--- config.mk ---
export PLATFORM = sky130hd
export DESIGN_NAME = cmos_frame_packer_flat
export DESIGN_NICKNAME = d
export VERILOG_FILES = /design/src/rtl/cmos_frame_packer_if.sv /design/src/rtl/cmos_frame_packer.sv /design/src/flat_wrapper.sv
export SDC_FILE = /design/constraint.sdc
export NUM_CORES = 1
export LEC_CHECK = 0
export BUFFER_PORTS_ARGS = -buffer_cell sky130_fd_sc_hd__buf_4
export CORE_MARGIN = 5
export CORE_UTILIZATION = 59
export CTS_BUF_LIST = sky130_fd_sc_hd__clkbuf_8 sky130_fd_sc_hd__clkbuf_16
export DETAILED_ROUTE_END_ITERATION = 12
export GPL_TIMING_DRIVEN = 0
export MAX_ROUTING_LAYER = met4
export PLACE_DENSITY_LB_ADDON = 0.3
export SLEW_MARGIN = 20
export SYNTH_ARGS = -nofsm -noshare
export SYNTH_HDL_FRONTEND = slang
export SYNTH_SLANG_ARGS = --single-unit
--- constraint.sdc ---
create_clock -name clk -period 2.6 [get_ports clk]
set_input_delay 0.13 -clock clk [delete_from_list [all_inputs] [get_ports clk]]
set_output_delay 0.13 -clock clk [all_outputs]
set_load 0.05 [all_outputs]
--- src/rtl/cmos_frame_packer_if.sv ---
// Camera DVP input bus and DDR write-side outputs of the frame packer.
// master = the packer itself, slave = the surrounding sensor/DDR environment.
interface cmos_frame_packer_if;
  logic        camera_vsync;
  logic        camera_href;
  logic [7:0]  camera_data;
  logic        ddr_wren;
  logic [31:0] ddr_data;
  logic        data_valid_wr;
  logic        frame_switch;
  logic        frame_done;
  logic        frame_err;
  logic        line_err;

  modport master (
    input  camera_vsync, camera_href, camera_data,
    output ddr_wren, ddr_data, data_valid_wr, frame_switch, frame_done,
           frame_err, line_err
  );

  modport slave (
    output camera_vsync, camera_href, camera_data,
    input  ddr_wren, ddr_data, data_valid_wr, frame_switch, frame_done,
           frame_err, line_err
  );
endinterface

--- src/rtl/cmos_frame_packer.sv ---
// OV5640 DVP to DDR write packer: skips startup frames, packs two RGB565 pixels
// per 32-bit word and flags frames/lines whose geometry does not match.
module cmos_frame_packer #(
  parameter int H_ACTIVE   = 1024,
  parameter int V_ACTIVE   = 768,
  parameter int FRAME_SKIP = 10
) (
  input  logic                 clk,
  input  logic                 rst_n,
  input  logic                 init_done,
  cmos_frame_packer_if.master  bus
);

  typedef enum logic [1:0] {
    ST_IDLE = 2'd0,
    ST_SYNC = 2'd1,
    ST_SKIP = 2'd2,
    ST_CAP  = 2'd3
  } state_t;

  localparam logic [19:0] WORDS_EXP = 20'(H_ACTIVE * V_ACTIVE / 2);
  localparam logic [11:0] LINES_EXP = 12'(V_ACTIVE);
  localparam logic [7:0]  SKIP_TGT  = 8'(FRAME_SKIP);
  localparam logic [19:0] WORD_MAX  = {20{1'b1}};
  localparam logic [11:0] LINE_MAX  = {12{1'b1}};

  state_t      state_r, state_nxt_s;
  logic        vsync_s1_r, href_s1_r, vsync_s2_r, href_s2_r;
  logic [7:0]  data_s1_r;
  logic [7:0]  skip_cnt_r;
  logic [1:0]  byte_idx_r;
  logic [23:0] word_sr_r;
  logic [19:0] word_cnt_r, word_cnt_nxt_s;
  logic [11:0] line_cnt_r, line_cnt_nxt_s;
  logic        word_ovf_r, word_ovf_nxt_s, line_ovf_r, line_ovf_nxt_s;
  logic        ddr_wren_r, data_valid_r, frame_switch_r, frame_done_r;
  logic        frame_err_r, line_err_r;
  logic [31:0] ddr_data_r;
  logic        vs_fall_s, vs_rise_s, href_fall_s, skip_hit_s;
  logic        frame_switch_s, frame_done_s, capture_s, strobe_s, line_end_s;
  logic        count_bad_s;

  assign vs_fall_s   = vsync_s2_r & ~vsync_s1_r;
  assign vs_rise_s   = ~vsync_s2_r & vsync_s1_r;
  assign href_fall_s = href_s2_r & ~href_s1_r;
  assign skip_hit_s  = (skip_cnt_r + 8'd1) == SKIP_TGT;

  // Input capture register and the delayed copy used for edge detection.
  always_ff @(posedge clk or negedge rst_n) begin
    if (!rst_n) begin
      vsync_s1_r <= 1'b0;
      href_s1_r  <= 1'b0;
      data_s1_r  <= 8'd0;
      vsync_s2_r <= 1'b0;
      href_s2_r  <= 1'b0;
    end else begin
      vsync_s1_r <= bus.camera_vsync;
      href_s1_r  <= bus.camera_href;
      data_s1_r  <= bus.camera_data;
      vsync_s2_r <= vsync_s1_r;
      href_s2_r  <= href_s1_r;
    end
  end

  // FSM state register.
  always_ff @(posedge clk or negedge rst_n) begin
    if (!rst_n) begin
      state_r <= ST_IDLE;
    end else begin
      state_r <= state_nxt_s;
    end
  end

  // FSM next-state logic; losing init_done always returns to IDLE.
  always_comb begin
    state_nxt_s = state_r;
    if (!init_done) begin
      state_nxt_s = ST_IDLE;
    end else begin
      case (state_r)
        ST_IDLE: state_nxt_s = ST_SYNC;
        ST_SYNC: begin
          if (vs_fall_s) begin
            state_nxt_s = (SKIP_TGT == 8'd0) ? ST_CAP : ST_SKIP;
          end else begin
            state_nxt_s = ST_SYNC;
          end
        end
        ST_SKIP: begin
          if (vs_fall_s && skip_hit_s) begin
            state_nxt_s = ST_CAP;
          end else begin
            state_nxt_s = ST_SKIP;
          end
        end
        ST_CAP:  state_nxt_s = ST_CAP;
        default: state_nxt_s = ST_IDLE;
      endcase
    end
  end

  // FSM outputs; a byte arriving on the frame-start cycle is not packed so
  // every frame begins on a word boundary.
  always_comb begin
    frame_switch_s = 1'b0;
    frame_done_s   = 1'b0;
    capture_s      = 1'b0;
    line_end_s     = 1'b0;
    if (init_done) begin
      case (state_r)
        ST_SYNC: frame_switch_s = vs_fall_s & (SKIP_TGT == 8'd0);
        ST_SKIP: frame_switch_s = vs_fall_s & skip_hit_s;
        ST_CAP: begin
          frame_switch_s = vs_fall_s;
          frame_done_s   = vs_rise_s;
          capture_s      = href_s1_r & ~vsync_s1_r & ~vs_fall_s;
          line_end_s     = href_fall_s;
        end
        default: frame_switch_s = 1'b0;
      endcase
    end else begin
      frame_switch_s = 1'b0;
    end
  end

  assign strobe_s = capture_s & (byte_idx_r == 2'd3);

  // Saturating frame counters as they will be after this cycle, so a word or
  // line closing on the frame-end cycle is included in the check.
  always_comb begin
    word_cnt_nxt_s = word_cnt_r;
    word_ovf_nxt_s = word_ovf_r;
    line_cnt_nxt_s = line_cnt_r;
    line_ovf_nxt_s = line_ovf_r;
    if (strobe_s) begin
      if (word_cnt_r == WORD_MAX) begin
        word_ovf_nxt_s = 1'b1;
      end else begin
        word_cnt_nxt_s = word_cnt_r + 20'd1;
      end
    end else begin
      word_cnt_nxt_s = word_cnt_r;
    end
    if (line_end_s) begin
      if (line_cnt_r == LINE_MAX) begin
        line_ovf_nxt_s = 1'b1;
      end else begin
        line_cnt_nxt_s = line_cnt_r + 12'd1;
      end
    end else begin
      line_cnt_nxt_s = line_cnt_r;
    end
    count_bad_s = (word_cnt_nxt_s != WORDS_EXP) | (line_cnt_nxt_s != LINES_EXP)
                | word_ovf_nxt_s | line_ovf_nxt_s;
  end

  // Packing datapath, frame counters, sticky flags and registered outputs.
  always_ff @(posedge clk or negedge rst_n) begin
    if (!rst_n) begin
      skip_cnt_r     <= 8'd0;
      byte_idx_r     <= 2'd0;
      word_sr_r      <= 24'd0;
      word_cnt_r     <= 20'd0;
      word_ovf_r     <= 1'b0;
      line_cnt_r     <= 12'd0;
      line_ovf_r     <= 1'b0;
      ddr_wren_r     <= 1'b0;
      ddr_data_r     <= 32'd0;
      data_valid_r   <= 1'b0;
      frame_switch_r <= 1'b0;
      frame_done_r   <= 1'b0;
      frame_err_r    <= 1'b0;
      line_err_r     <= 1'b0;
    end else begin
      if (state_r == ST_SKIP && init_done && vs_fall_s) begin
        skip_cnt_r <= skip_cnt_r + 8'd1;
      end else if (state_r != ST_SKIP) begin
        skip_cnt_r <= 8'd0;
      end

      if (state_r != ST_CAP || !init_done || vs_fall_s || line_end_s) begin
        byte_idx_r <= 2'd0;
      end else if (capture_s) begin
        byte_idx_r <= byte_idx_r + 2'd1;
      end

      if (capture_s) begin
        word_sr_r <= {word_sr_r[15:0], data_s1_r};
      end

      ddr_wren_r <= strobe_s;
      if (strobe_s) begin
        ddr_data_r <= {word_sr_r, data_s1_r};
      end

      if (frame_switch_s) begin
        word_cnt_r <= 20'd0;
        word_ovf_r <= 1'b0;
        line_cnt_r <= 12'd0;
        line_ovf_r <= 1'b0;
      end else begin
        word_cnt_r <= word_cnt_nxt_s;
        word_ovf_r <= word_ovf_nxt_s;
        line_cnt_r <= line_cnt_nxt_s;
        line_ovf_r <= line_ovf_nxt_s;
      end

      if (!init_done) begin
        data_valid_r <= 1'b0;
      end else if (frame_switch_s) begin
        data_valid_r <= 1'b1;
      end else if (frame_done_s) begin
        data_valid_r <= 1'b0;
      end

      frame_switch_r <= frame_switch_s;
      frame_done_r   <= frame_done_s;

      if (line_end_s && byte_idx_r != 2'd0) begin
        line_err_r <= 1'b1;
      end
      if (frame_done_s && count_bad_s) begin
        frame_err_r <= 1'b1;
      end
    end
  end

  assign bus.ddr_wren      = ddr_wren_r;
  assign bus.ddr_data      = ddr_data_r;
  assign bus.data_valid_wr = data_valid_r;
  assign bus.frame_switch  = frame_switch_r;
  assign bus.frame_done    = frame_done_r;
  assign bus.frame_err     = frame_err_r;
  assign bus.line_err      = line_err_r;

endmodule
--- src/flat_wrapper.sv ---
// flat-port wrapper written by rule: the top's interface ports become plain ports
module cmos_frame_packer_flat 
#(
  parameter int H_ACTIVE   = 1024,
  parameter int V_ACTIVE   = 768,
  parameter int FRAME_SKIP = 10
)
  (clk, rst_n, init_done, bus_camera_vsync, bus_camera_href, bus_camera_data, bus_ddr_wren, bus_ddr_data, bus_data_valid_wr, bus_frame_switch, bus_frame_done, bus_frame_err, bus_line_err);
  cmos_frame_packer_if bus_i ();
  input  logic clk;
  input  logic rst_n;
  input  logic init_done;
  input wire logic [$bits(bus_i.camera_vsync)-1:0] bus_camera_vsync;
  input wire logic [$bits(bus_i.camera_href)-1:0] bus_camera_href;
  input wire logic [$bits(bus_i.camera_data)-1:0] bus_camera_data;
  output wire logic [$bits(bus_i.ddr_wren)-1:0] bus_ddr_wren;
  output wire logic [$bits(bus_i.ddr_data)-1:0] bus_ddr_data;
  output wire logic [$bits(bus_i.data_valid_wr)-1:0] bus_data_valid_wr;
  output wire logic [$bits(bus_i.frame_switch)-1:0] bus_frame_switch;
  output wire logic [$bits(bus_i.frame_done)-1:0] bus_frame_done;
  output wire logic [$bits(bus_i.frame_err)-1:0] bus_frame_err;
  output wire logic [$bits(bus_i.line_err)-1:0] bus_line_err;
  assign bus_i.camera_vsync = bus_camera_vsync;
  assign bus_i.camera_href = bus_camera_href;
  assign bus_i.camera_data = bus_camera_data;
  assign bus_ddr_wren = bus_i.ddr_wren;
  assign bus_ddr_data = bus_i.ddr_data;
  assign bus_data_valid_wr = bus_i.data_valid_wr;
  assign bus_frame_switch = bus_i.frame_switch;
  assign bus_frame_done = bus_i.frame_done;
  assign bus_frame_err = bus_i.frame_err;
  assign bus_line_err = bus_i.line_err;
  cmos_frame_packer #(.H_ACTIVE(H_ACTIVE), .V_ACTIVE(V_ACTIVE), .FRAME_SKIP(FRAME_SKIP)) u_core (.clk(clk), .rst_n(rst_n), .init_done(init_done), .bus(bus_i));
endmodule
After elaboration in Yosys (flattened, before gate mapping)

Index checks and enable logic that the tools add are counted.

Bits of input ports: 13
Output and inout bits: 38
Register bits: 120
Word-level logic and storage cells: 94

Equal/unequal tests: 12
Add/sub/neg operators: 4
Bitwise gates (word level): 14
Reduce and logical (&&, ||, !) cells: 13
Mux-type cells: 31

Operators by type and width:

| cell                    | count |
|---|---|
| $mux W20                | 3 |
| $mux W12                | 3 |
| $add A20 B1 Y20 const B | 1 |
| $eq A20 B20 Y1 const B  | 1 |
| $ne A20 B19 Y1 const B  | 1 |
| $mux W1                 | 17 |
| $mux W8                 | 2 |
| $add A12 B1 Y12 const B | 1 |
| $eq A12 B12 Y1 const B  | 1 |
| $ne A12 B10 Y1 const B  | 1 |
| $add A8 B1 Y8 const B   | 1 |
| $eq A8 B4 Y1 const B    | 1 |
| $mux W2                 | 4 |
| $pmux W2 S4             | 1 |
| $and A1 B1 Y1           | 7 |
| $eq A2 B2 Y1 const B    | 3 |
| $reduce_bool A2 Y1      | 3 |
| $logic_and A1 B1 Y1     | 5 |
| $ne A2 B2 Y1 const B    | 2 |
| $not A1 Y1              | 4 |
| $logic_or A1 B1 Y1      | 3 |
| $ne A3 B1 Y1 const B    | 1 |
| $or A1 B1 Y1            | 3 |
| $add A2 B1 Y2 const B   | 1 |
| other kinds (4)         | 4 |

Logic depth before layout (Yosys ltp)

Depth after elaboration: 13
Depth in mapped cells: 9
Mapped depth without buffers: 8

Least setup slack after synthesis

OpenSTA, ideal clock, no wires.

Path type: reg2reg
Start: register u_core.word_cnt_r[0]
End: register u_core.frame_err_r, in the netlist u_core.bus.frame_err
Library setup time: 0.138 ns
Slack: 0.224 ns
Arrival time: 2.238 ns
Stages on the path, launching flop included: 9
Path buffers: 0
Data required time: 2.462 ns
Cell sequence: dfrtp_1 -> ha_1 -> and4_2 -> and4_4 -> a211oi_4 -> and2b_4 -> or3_2 -> a2111oi_2 -> a31oi_1

Longest elaborated chain between the ends: 8
Elaborated cells on any way between the ends: 11

RTL lines:

| item                                                     | line                                               | RTL |
|---|---|---|
| start, declared                                          | cmos_frame_packer.sv:33                            | `logic [19:0] word_cnt_r, word_cnt_nxt_s;` |
| start signal, assigned                                   | cmos_frame_packer.sv:202                           | `word_cnt_r <= word_cnt_nxt_s;` |
| $add A20 B1 Y20 / $eq A20 B20 Y1 (equally long branches) | cmos_frame_packer.sv:139, cmos_frame_packer.sv:136 |  |
| $mux W20                                                 | cmos_frame_packer.sv:136                           | `if (word_cnt_r == WORD_MAX) begin` |
| $mux W20                                                 | cmos_frame_packer.sv:135                           | `if (strobe_s) begin` |
| $ne A20 B19 Y1                                           | cmos_frame_packer.sv:153                           | `count_bad_s = (word_cnt_nxt_s != WORDS_EXP) \| (line_cnt_nxt_s != LINES_EXP)` |
| $or A1 B1 Y1                                             | cmos_frame_packer.sv:153                           |  |
| $or A1 B1 Y1 (*) (2 in a row)                            | cmos_frame_packer.sv:154                           | `\| word_ovf_nxt_s \| line_ovf_nxt_s;` |
| $logic_and A1 B1 Y1 (*)                                  | cmos_frame_packer.sv:222                           | `if (frame_done_s && count_bad_s) begin` |
| end signal, assigned                                     | cmos_frame_packer.sv:172                           | `frame_err_r <= 1'b0;` |
| end signal, assigned                                     | cmos_frame_packer.sv:223                           | `frame_err_r <= 1'b1;` |
| end, declared                                            | cmos_frame_packer.sv:37                            | `logic frame_err_r, line_err_r;` |

Mark *: on every way between the ends. The rest lies on a longest branch, timed or not.
A chain may end at the register's enable or synchronous reset.

Worst setup path after layout

Start: register u_core.state_r[1]
End: register u_core.frame_err_r, in the netlist u_core.bus.frame_err

Longest elaborated chain between the ends: 10
Elaborated cells on any way between the ends: 18

RTL lines:

| item                      | line                     | RTL |
|---|---|---|
| start, declared           | cmos_frame_packer.sv:27  | `state_t state_r, state_nxt_s;` |
| start signal, assigned    | cmos_frame_packer.sv:70  | `state_r <= state_nxt_s;` |
| $eq A2 B2 Y1 (*)          | cmos_frame_packer.sv:110 | `case (state_r)` |
| $mux W1                   | cmos_frame_packer.sv:110 |  |
| $mux W1                   | cmos_frame_packer.sv:109 | `if (init_done) begin` |
| $and A1 B1 Y1             | cmos_frame_packer.sv:126 | `assign strobe_s = capture_s & (byte_idx_r == 2'd3);` |
| $mux W20                  | cmos_frame_packer.sv:135 |  |
| $ne A20 B19 Y1            | cmos_frame_packer.sv:153 |  |
| $or A1 B1 Y1              | cmos_frame_packer.sv:153 |  |
| $or A1 B1 Y1 (2 in a row) | cmos_frame_packer.sv:154 |  |
| $logic_and A1 B1 Y1 (*)   | cmos_frame_packer.sv:222 |  |

Marks and branches as above.

==> impl_results.html <==
<table>
<tr><th>Metric</th><th>Value</th></tr>
<tr><th colspan="2">Run status</th></tr>
<tr><td>Run status</td><td>complete, no violations</td></tr>
<tr><th colspan="2">Worst setup path</th></tr>
<tr><td>Critical Path Start Type</td><td>register</td></tr>
<tr><td>Worst R2R Start</td><td>u_core.state_r[1]</td></tr>
<tr><td>Crit path max fanout</td><td>8</td></tr>
<tr><td>Required @ worst endpoint</td><td>2980 ps</td></tr>
<tr><td>Minimum setup slack among reg-to-reg paths</td><td>20 ps</td></tr>
<tr><td>Worst Setup Path Type</td><td>reg -&gt; reg</td></tr>
<tr><td>Capture instance of the worst register-to-register path</td><td>u_core.bus.frame_err</td></tr>
<tr><td>Worst R2R Path Depth</td><td>7</td></tr>
<tr><td>CP arrival</td><td>2960 ps</td></tr>
<tr><td>Launch point of the critical path</td><td>u_core.state_r[1]</td></tr>
<tr><td>Critical path destination</td><td>u_core.bus.frame_err</td></tr>
<tr><td>Endpoint class of the critical path</td><td>register</td></tr>
<tr><th colspan="2">Place</th></tr>
<tr><td>Post-Place Cell Area</td><td>6147 sq um</td></tr>
<tr><td>Setup slack at placement</td><td>-239.0 ps</td></tr>
<tr><td>GPL Wtd Cong</td><td>0.8643</td></tr>
<tr><td>Half-perimeter wire length of the detailed placement result</td><td>8.110 mm</td></tr>
<tr><td>Number of instances in the placed design</td><td>732</td></tr>
<tr><td>Port bufs</td><td>50</td></tr>
<tr><th colspan="2">STA</th></tr>
<tr><td>Remaining max-slew budget at the tightest pin</td><td>0.5813</td></tr>
<tr><td>Crit path time final</td><td>2582 ps</td></tr>
<tr><td>Post-route worst hold slack</td><td>135.4 ps</td></tr>
<tr><td>Highest Clock Rate</td><td>0.3872 GHz</td></tr>
<tr><td>Portion of the clock cycle consumed by the worst path in the final layout</td><td>0.9932</td></tr>
<tr><td>Slew at the pin with the worst max-slew slack</td><td>628.0 ps</td></tr>
<tr><td>Final Setup Violations</td><td>0</td></tr>
<tr><td>RSZ-0062 raised after global routing</td><td>true</td></tr>
<tr><td>Number of hold violations in the final report</td><td>0</td></tr>
<tr><td>Fin. max-slew vios</td><td>0</td></tr>
<tr><td>PnR worst setup slack</td><td>17.68 ps</td></tr>
<tr><td>Clock Skew</td><td>10.62 ps</td></tr>
<tr><th colspan="2">Global routing</th></tr>
<tr><td>Largest net degree at the start of global routing</td><td>69</td></tr>
<tr><td>GRT Util Overall</td><td>0.2450</td></tr>
<tr><td>Total congestion overflow after global routing</td><td>0</td></tr>
<tr><td>Initial antenna violation count</td><td>0</td></tr>
<tr><td>Number of global-route vias before repair</td><td>4354</td></tr>
<tr><td>Wire length of the first global-routing pass</td><td>21.57 mm</td></tr>
<tr><th colspan="2">Clock tree</th></tr>
<tr><td>TritonCTS sink count</td><td>120</td></tr>
<tr><td>CTS clk-pin slew, worst paths</td><td>60 ps</td></tr>
<tr><td>Deepest level of the CTS H-tree</td><td>4</td></tr>
<tr><td>CTS tree</td><td>done</td></tr>
<tr><td>Clock root buffer master</td><td>clkbuf_8</td></tr>
<tr><td>Number of buffers added by the clock tree synthesis step</td><td>17</td></tr>
<tr><td>Insertion delay to the later sink of the worst-skew pair</td><td>520 ps</td></tr>
<tr><td>Maximum number of buffers from clock root to sink</td><td>2</td></tr>
<tr><th colspan="2">Die</th></tr>
<tr><td>Standard-cell rows</td><td>35</td></tr>
<tr><td>Core outline area</td><td>9240 sq um</td></tr>
<tr><td>Die outline area</td><td>11500 sq um</td></tr>
<tr><td>I/O pin count</td><td>51</td></tr>
<tr><td>Effective utilization at floorplan</td><td>0.6038</td></tr>
<tr><td>Die boundary width</td><td>107.2 um</td></tr>
<tr><td>Height of the die</td><td>107.2 um</td></tr>
<tr><th colspan="2">Synthesis</th></tr>
<tr><td>Part of the Yosys area used for sequential elements</td><td>0.5382</td></tr>
<tr><td>Post-synthesis sequential element count</td><td>120</td></tr>
<tr><td>Post-synthesis share of cell area spent on and, or, nand and nor gates</td><td>0.2400</td></tr>
<tr><td>Main combinational cell family by area after synthesis</td><td>simple AND/OR/NAND/NOR gates</td></tr>
<tr><td>Synth warn</td><td>0</td></tr>
<tr><td>Count of cell types in the netlist</td><td>64</td></tr>
<tr><td>Proportion of synthesized area in mux cells</td><td>0.05943</td></tr>
<tr><td>Gate Count Post-Synth</td><td>552</td></tr>
<tr><td>Fraction of the mapped netlist area in adder cells</td><td>0.01346</td></tr>
<tr><td>Area share of xor/xnor cells in the synthesized design</td><td>0.06122</td></tr>
<tr><td>Primary flip-flop cell chosen by synthesis mapping</td><td>dfrtp_1</td></tr>
<tr><td>Average instance area after synthesis</td><td>10.11 sq um</td></tr>
<tr><td>Synthesized net count</td><td>571</td></tr>
<tr><td>Post-synth EDFFs</td><td>0</td></tr>
<tr><td>Area of the mapped netlist</td><td>5579 sq um</td></tr>
<tr><td>Compound-gate portion of the synthesized area</td><td>0.06100</td></tr>
<tr><td>Async set or reset register ratio after synthesis</td><td>1.000</td></tr>
<tr><th colspan="2">Layout</th></tr>
<tr><td>Final #Nets</td><td>655</td></tr>
<tr><td>Number of antenna diodes</td><td>0</td></tr>
<tr><td>Commonest non-fill, non-tap cell in the layout</td><td>nand2_1</td></tr>
<tr><td>Commonest non-fill, non-tap cells in the layout</td><td>126 x nand2_1, 119 x dfrtp_1, 57 x nor2_1, 54 x buf_4, 25 x mux2_2</td></tr>
<tr><td>Fraction of final layout cells sized beyond drive strength 1</td><td>0.2311</td></tr>
<tr><td>Area growth from synthesis to layout</td><td>24.65%</td></tr>
<tr><td>Final instance area</td><td>6954 sq um</td></tr>
<tr><td>Finished Layout Cells</td><td>778</td></tr>
<tr><th colspan="2">Routing</th></tr>
<tr><td>Via count</td><td>4317</td></tr>
<tr><td>1st-iter DRT viols</td><td>284</td></tr>
<tr><td>Antenna-violating nets left</td><td>0</td></tr>
<tr><td>Average wire length per cell after detail routing</td><td>16.34 um</td></tr>
<tr><td>Via density per instance</td><td>5.549</td></tr>
<tr><td>DRC violation count after routing</td><td>0</td></tr>
<tr><td>Final routed wirelength across all metal layers</td><td>12.72 mm</td></tr>
<tr><td>TritonRoute pass-1 iters</td><td>5</td></tr>
<tr><th colspan="2">Run</th></tr>
<tr><td>Max_cap viols</td><td>0</td></tr>
<tr><th colspan="2">Power and ir drop</th></tr>
<tr><td>Cell Pwr Density</td><td>644.9 nW/um^2</td></tr>
<tr><td>Worst vdd ir</td><td>493.0 uV</td></tr>
<tr><td>P_leak</td><td>3.340 nW</td></tr>
<tr><th colspan="2">Worst hold path</th></tr>
<tr><td>Class of the most critical hold timing path</td><td>in -&gt; async</td></tr>
</table>
==> cells in the mapped netlist, drive strengths merged (8+ instances only) <==
cell type	number	area, sq um
nand2b	8	50.05
nand3	20	110.1
xor2	16	140.1
a21oi	10	50.05
nand2	126	473.0
dfrtp	120	3003
clkbuf	12	46.29
nor2	57	214.0
xnor2	23	201.4
buf	11	57.55
nor4	8	62.56
nor3	10	55.05
mux2	25	281.5
inv	12	45.04
==> per-stage QoR <==
stage | utilization | power, mW | setup TNS [ps]
after floorplan | - | 2.064 | 0
after global placement | 0.6619 | 2.143 | -4595
after detailed placement | 0.6653 | 2.157 | -6137
after CTS | 0.7473 | 4.508 | 0
after global routing | 0.7526 | 4.636 | -45.45
final | 0.7526 | 4.485 | 0
==> worst max-delay path, cell delays in order (launching register included) <==
cell,delay (ps)
dfrtp_1,480
nand3_1,240
nor4_1,560
nand2_1,150
mux2i_1,320
o2111ai_1,240
a2111oi_4,320
a31oi_1,130
==> sequential cells by signal (all words and copies together) (netlist names) <==
register / count
u_core.byte_idx_r: 2
u_core.state_r: 2
u_core.bus.data_valid_wr: 1
u_core.word_ovf_r: 1
u_core.vsync_s1_r: 1
u_core.bus.frame_switch: 1
u_core.vsync_s2_r: 1
u_core.line_cnt_r: 12
u_core.bus.frame_err: 1
u_core.skip_cnt_r: 8
u_core.href_s1_r: 1
u_core.href_s2_r: 1
u_core.bus.frame_done: 1
u_core.line_ovf_r: 1
u_core.data_s1_r: 8
u_core.bus.ddr_data: 32
u_core.word_sr_r: 24
u_core.bus.line_err: 1
u_core.bus.ddr_wren: 1
u_core.word_cnt_r: 20
==> report_power, final <==
group          leakage [nW]  internal (mW)  total (mW)  switching (mW)
registers              1.63           1.91        1.96          0.0439
clock network         0.285           1.41        2.33           0.921
logic                  1.43         0.0828       0.195           0.113
==> cell type report <==
| class | instances | area (sq um) |
|---|---|---|
| Inverter | 12 | 45.04 |
| Timing Repair Buffer | 65 | 541.8 |
| Fill cell | 603 | 2286 |
| Multi-Input combinational cell | 397 | 2505 |
| Clock buffer | 18 | 427.9 |
| Sequential cell | 120 | 3004 |
| Tap cell | 129 | 161.4 |
| Buffer | 23 | 107.6 |
| Clock inverter | 14 | 161.4 |
==> repair_timing <==
action | 4_1_cts | 5_1_grt
endpoints found under the hold margin | 65 | 0
hold buffers | 12 | 0
gates resized for setup | 11 | 8
pin swaps | 2 | 1
endpoints found under the setup margin | 31 | 11
buffers inserted | 1 | 1
==> worst min-delay path by stage <==
| stage | startpoint | endpoint | slack [ps] | cells after the start |
|---|---|---|---|---|
| floorplan | rst_n | u_core.bus.data_valid_wr | -170 | 0 |
| global placement | bus_camera_data[2] | u_core.data_s1_r[2] | 240 | 1 |
| detailed placement | rst_n | u_core.word_cnt_r[9] | 120 | 1 |
| CTS | rst_n | u_core.bus.frame_done | 150 | 2 |
| global route | rst_n | u_core.bus.frame_done | 160 | 2 |
| finish | rst_n | u_core.word_cnt_r[9] | 140 | 2 |
==> layer usage <==
layer  GRT usage  part of all wire
met5           -                 0
met2      0.3901              0.51
met4     0.07306             0.016
met3     0.06321             0.052
met1      0.3112              0.42
==> logic make-up (layout without fill, tap and decap cells) <==
group | Yosys count | after routing
AND/OR/NAND/NOR | 277 | 277
flip-flops | 120 | 120
AO/OA/AOI/OAI | 45 | 45
XOR/XNOR | 39 | 39
buffers and inverters | 35 | 132
multiplexers | 30 | 30
adder cells (fa/ha/maj) | 6 | 6
Power figures use the tool's default switching activity.
